**config.mk**
```make
export PLATFORM = sky130hd
export DESIGN_NAME = conv_unit
export DESIGN_NICKNAME = d
export VERILOG_FILES = /design/src/rtl/conv_unit.sv
export SDC_FILE = /design/constraint.sdc
export NUM_CORES = 2
export LEC_CHECK = 0
export CAP_MARGIN = 30
export CORE_ASPECT_RATIO = 0.9
export CORE_MARGIN = 2
export CORE_UTILIZATION = 32
export CTS_CLUSTER_DIAMETER = 80
export DETAILED_ROUTE_END_ITERATION = 8
export DONT_BUFFER_PORTS = 1
export GPL_TIMING_DRIVEN = 0
export HOLD_SLACK_MARGIN = 0.12
export SYNTH_ARGS = -nofsm -noshare
export SYNTH_HDL_FRONTEND = slang
export SYNTH_SLANG_ARGS = --single-unit
```
**constraint.sdc**
```tcl
create_clock -name clk -period 5.4 [get_ports clk]
set_clock_uncertainty 0.2 [all_clocks]
set_input_delay 0.27 -clock clk [delete_from_list [all_inputs] [get_ports clk]]
set_output_delay 0.27 -clock clk [all_outputs]
set_load 0.05 [all_outputs]
```
**src/rtl/conv_unit.sv**
```systemverilog
// Pipelined 3x3 signed multiply-accumulate: products, row partial sums,
// saturated total, then an output register that only loads on valid results.
module conv_unit #(
  parameter int DATA_WIDTH   = 8,
  parameter int WEIGHT_WIDTH = 8,
  parameter int ACC_WIDTH    = 20
) (
  input  logic                           clk,
  input  logic                           rst_n,
  input  logic                           enable,
  input  logic signed [DATA_WIDTH-1:0]   window  [0:8],
  input  logic signed [WEIGHT_WIDTH-1:0] weights [0:8],
  input  logic signed [WEIGHT_WIDTH-1:0] bias,
  input  logic                           valid_in,
  output logic signed [ACC_WIDTH-1:0]    conv_out,
  output logic                           valid_out
);

  localparam int PW = DATA_WIDTH + WEIGHT_WIDTH;
  localparam int SW = PW + 2;
  localparam int TW = PW + 5;
  localparam int XW = (ACC_WIDTH > TW) ? ACC_WIDTH : TW;
  localparam logic signed [XW-1:0] MAXV = XW'((64'sd1 <<< (ACC_WIDTH - 1)) - 64'sd1);
  localparam logic signed [XW-1:0] MINV = XW'(-(64'sd1 <<< (ACC_WIDTH - 1)));

  logic signed [PW-1:0]           prod_d [0:8];
  logic signed [PW-1:0]           prod_q [0:8];
  logic signed [WEIGHT_WIDTH-1:0] bias1_q;
  logic                           v1_q;

  logic signed [SW-1:0]           psum_d [0:2];
  logic signed [SW-1:0]           psum_q [0:2];
  logic signed [SW-1:0]           bias2_q;
  logic                           v2_q;

  logic signed [XW-1:0]           total;
  logic signed [ACC_WIDTH-1:0]    res3_d;
  logic signed [ACC_WIDTH-1:0]    res3_q;
  logic                           v3_q;

  logic signed [ACC_WIDTH-1:0]    conv_q;
  logic                           vout_q;

  always_comb begin
    for (int unsigned i = 0; i < 9; i++) begin
      prod_d[i] = PW'(window[i]) * PW'(weights[i]);
    end
    psum_d[0] = SW'(prod_q[0]) + SW'(prod_q[1]) + SW'(prod_q[2]);
    psum_d[1] = SW'(prod_q[3]) + SW'(prod_q[4]) + SW'(prod_q[5]);
    psum_d[2] = SW'(prod_q[6]) + SW'(prod_q[7]) + SW'(prod_q[8]);

    total = XW'(psum_q[0]) + XW'(psum_q[1]) + XW'(psum_q[2]) + XW'(bias2_q);
    if (total > MAXV) begin
      res3_d = ACC_WIDTH'(MAXV);
    end else if (total < MINV) begin
      res3_d = ACC_WIDTH'(MINV);
    end else begin
      res3_d = ACC_WIDTH'(total);
    end
  end

  // Stage 3 is registered so the result reaches conv_out three edges after acceptance.
  always_ff @(posedge clk or negedge rst_n) begin
    if (!rst_n) begin
      for (int unsigned i = 0; i < 9; i++) begin
        prod_q[i] <= '0;
      end
      for (int unsigned r = 0; r < 3; r++) begin
        psum_q[r] <= '0;
      end
      bias1_q <= '0;
      bias2_q <= '0;
      res3_q  <= '0;
      conv_q  <= '0;
      v1_q    <= 1'b0;
      v2_q    <= 1'b0;
      v3_q    <= 1'b0;
      vout_q  <= 1'b0;
    end else if (enable) begin
      prod_q  <= prod_d;
      bias1_q <= bias;
      v1_q    <= valid_in;
      psum_q  <= psum_d;
      bias2_q <= SW'(bias1_q);
      v2_q    <= v1_q;
      res3_q  <= res3_d;
      v3_q    <= v2_q;
      vout_q  <= v3_q;
      if (v3_q) begin
        conv_q <= res3_q;
      end
    end
  end

  assign conv_out  = conv_q;
  assign valid_out = vout_q;

endmodule

```
# ---- Yosys cells after proc, flatten, opt, wreduce, memory -nomap -nowiden
# Index checks and enable logic that the tools add are counted.
dict set report classes {
  addsub 9
  multipliers 9
  order_cmp 2
  muxes 2
  n_reduce_logical 1
}
# op count
set op_table {}
lappend op_table {{multiplier 8 x 8 -> 16 bit} 9}
lappend op_table {{adder 17 x 16 -> 18 bit} 3}
lappend op_table {{adder 16 x 16 -> 17 bit} 3}
lappend op_table {{2-to-1 mux 20 bit} 2}
lappend op_table {{adder 20 x 8 -> 21 bit} 1}
lappend op_table {{greater-than comparator 21 x 20 -> 1 bit, second input constant} 1}
lappend op_table {{less-than comparator 21 x 20 -> 1 bit, second input constant} 1}
lappend op_table {{adder 19 x 18 -> 20 bit} 1}
lappend op_table {{adder 18 x 18 -> 19 bit} 1}
lappend op_table {{AND reduction 2 bit} 1}
dict set report word_totals {
  regBits 258
  input_bits 156
  output_inout_bits 21
}

# ---- Longest topological paths before layout
dict set report logic_depth {
  depth_word 6
  ltp_mapped 18
  ltp_nobuf 18
}

# ---- Worst setup path before layout
# No wires, ideal clock.
dict set report synth_path {
  path_kind {input to register}
  from {in weights[14] in the netlist's numbering}
  to {reg prod_q[30] in the netlist's numbering}
  setup_time_ns 0.120
  arrival_ns 4.172
  path_slack_ns 0.908
  path_stages 17
  cell_sequence {clkbuf_1 nand2_1 fa_1 fa_1 inv_1 fa_1 inv_1 fa_1 inv_1 ha_1 o21ai_0 a21boi_0 o21ai_0 a21oi_1 o211a_1 or3_1 a31o_2}
}
dict set report synth_via {
  elab_chain_len 1
}
# element line
set synth_lines {}
lappend synth_lines {{start, declared} 12} ;# input logic signed [WEIGHT_WIDTH-1:0] weights [0:8],
lappend synth_lines {{multiplier 8 x 8 -> 16 bit} 46} ;# prod_d[i] = PW'(window[i]) * PW'(weights[i]);
lappend synth_lines {{end signal, assigned} 80} ;# prod_q <= prod_d;
lappend synth_lines {{end, declared} 27} ;# logic signed [PW-1:0] prod_q [0:8];
# Every way passes these cells.
# A chain may end at the register's enable or synchronous reset.

# ---- Final worst setup path
dict set report layout_path {
  from {in weights[65] in the netlist's numbering}
  to {reg prod_q[142] in the netlist's numbering}
}
# The elaborated chain is that of the path after synthesis.

==> impl_results.md <==
- RSZ-0062 raised after global routing: false
- DRT iter0 DRCs: 1350
- Yosys warnings: 0
- Failing checks: hold timing
- Gr ovfl total: 0
- Worst EP arrival: 4.85 ns
- Level count of the clock H-tree: 1
- Final hold violations: 258
- Syn Area/Cell: 9.78 sq um
- WL per Instance: 17.2 um
- Row count: 116
- # IOs: 177
- RePlAce Congestion: 0.851
- Pre-antenna DRT Iters: 5
- CTS Buf Count: 29
- Relative slew slack: 0.338
- Worst Tran Pin Value: 0.993 ns
- Die Ht: 323 um
- Area growth syn-to-layout: 10.1%
- Finished Layout Cells: 5301
- Finish-stage setup viols: 0
- # clock sinks: 258
- Tcrit/Tclk final: 0.846
- Count leader, synth: inv_1
- Post-CTS setup buffers: 0
- Max Slew Vio Count: 0
- CP Class: primary input to register
- Slowest-stage cell, CP: dlygate4sd3_1
- Startpoint types: primary input
- Drt total wl: 91.1 mm
- Die width: 358 um
- Post-Synthesis Cells: 3695
- Crit-path cells: dlygate4sd3_1, and2_1, dlygate4sd3_1, ha_1, ha_1, ha_1, fa_1, ha_1, inv_1, fa_1, nor2b_1, o21ai_0, a21boi_0, o21ai_0, a21boi_0, o41ai_1, mux2i_1, a211o_1
- Synth Flop Type: dfrtp_1
- TNS Setup: 0 ns
- Setup WS pre-CTS: 0.327 ns
- Async SR Flop Fraction: 1.00
- Top cells by area, synth: fa_1 32%, dfrtp_1 18%, ha_1 11%, inv_1 7.6%, and2_1 5.8%
- Resize count post-CTS: 0
- Clock slew at reported path FFs: 0.06 ns
- Buffers on Ports: 0
- Post-synth EDFFs: 0
- Hold crit path type: primary input to async pin
- Initial Util: 0.324
- HPWL after detailed placement: 74.3 mm
- Synth Cell Area: 36100 sq um
- Fmax achieved: 219 MHz
- CTS Hold Buffers Added: 68
- Hold Slack: -0.790 ns
- Min Clock Period, post-route: 4.57 ns
- Critical Path Sink Type: register
- Fin nets: 4869
- Status: finished with violations
- Vias in the first global route: 26400
- Area leader, netlist: fa_1
- Placed cells: 5176
- Fin worst setup slack: 0.829 ns
- Yosys top cell area share: 0.323
- Largest net degree at the start of global routing: 259
- Clock Latency Late Sink: 0.59 ns
- CTS tree: built
- CP required: 5.68 ns
- Net count after synthesis: 4763
- Die ar.: 116000 sq um
- Core Area: 112000 sq um
- Vias per cell: 4.74
- Fraction of layout cells with a size suffix above 1: 0.0518
- CP peak stage delay: 0.60 ns
- Most used cell, CP: ha_1
- Antenna Nets Post-Route: 0
- Library cells used by synthesis: 66
- Initial antenna violation count: 2
- #FFs+latches synth: 258
- Clock tree buffer depth: 3
- Root buffer cell: clkbuf_16
- Worst-path maximum fanout: 8
- DRC: 0
- Gr usage total: 0.162
- DR vias: 25100
- Max cap viols: 0
- Top cells by count, synth: 733 x inv_1, 583 x fa_1, 335 x and2_1, 329 x ha_1, 278 x nand2_1
- First-pass GRT wire length: 148 mm
- Sequential fraction of the synthesis area: 0.179
path summary, 6_finish.rpt:
| path | start | endpoint | slack, ns | cells past startpoint |
|---|---|---|---|---|
| setup / recovery | weights[65] | prod_q[142]$_DFFE_PN0P_ | 0.83 | 18 |
| hold / removal | rst_n | conv_out[1]$_DFFE_PN0P_ | -0.79 | 0 |
| setup reg to reg | psum_q[37]$_DFFE_PN0P_ | res3_q[14]$_DFFE_PN0P_ | 0.84 | 15 |
| hold reg to reg | psum_q[29]$_DFFE_PN0P_ | psum_q[29]$_DFFE_PN0P_ | 0.28 | 2 |
| max in group asynchronous | rst_n | prod_q[143]$_DFFE_PN0P_ | 5.01 | 0 |
| min in group clk | weights[33] | prod_q[66]$_DFFE_PN0P_ | 0.13 | 5 |
cell type report:
type,instances,area (sq um)
Fill cell,11300,71800
Multi-Input combinational cell,2649,26700
Sequential cell,258,6460
Inverter,734,2760
Tap cell,1475,1850
Clock buffer,40,837
Timing Repair Buffer,75,782
Buffer,54,219
Clock inverter,14,194
Antenna cell,2,5.00
logic make-up (layout without fill, tap and decap cells):
kind of cell,count (synthesis),count (layout),synth area share
AND/OR/NAND/NOR,1017,1017,0.147
adder cells (fa/ha/maj),912,912,0.437
buffers and inverters,788,917,0.0823
AO/OA/AOI/OAI,434,434,0.0774
flip-flops,258,258,0.179
XOR/XNOR,157,157,0.0381
multiplexers,129,129,0.0397
other,0,2,0
worst max-delay path, delay by kind of cell:
kind                     cells  cell delay [ns]
adder cells (fa/ha/maj)      6             1.50
AO/OA/AOI/OAI                6             1.44
buffers and inverters        3             1.25
AND/OR/NAND/NOR              2             0.22
multiplexers                 1             0.16
cells in the final DEF (no fill, tap or decap), types with 63 or more instances in the layout:
master           n
a21oi_1         99
and2_1         335
dfrtp_1        258
dlygate4sd3_1   68
fa_1           583
ha_1           329
inv_1          733
mux2_2         114
nand2_1        278
nand2b_1        76
nor2_1         122
nor3_1          63
o21ai_0        126
xnor2_1        133
state kept, by name, indices dropped and copies added, names as in the netlist:
register / cells
bias1_q: 8
prod_q: 144
v1_q: 1
v3_q: 1
valid_out: 1
conv_out: 20
res3_q: 20
v2_q: 1
bias2_q: 8
psum_q: 54
through the flow:
stage,util,area (sq um),hold WS [ns]
after floorplan,-,36100,-0.226
after global placement,0.340,38000,-0.218
after detailed placement,0.341,38100,-0.217
after CTS,0.356,39800,-0.819
after global routing,0.356,39800,-0.813
final,0.357,39800,-0.790
per-layer routing:
layer / part of all wire / global-route usage
met1: 0.45 / 0.223
met2: 0.48 / 0.272
met3: 0.042 / 0.0213
met4: 0.024 / 0.0364
met5: 0.00014 / 0
Power is left out: the tool's default activity adds up to more than one toggle a clock period on the data nets, which glitch-free logic cannot reach.
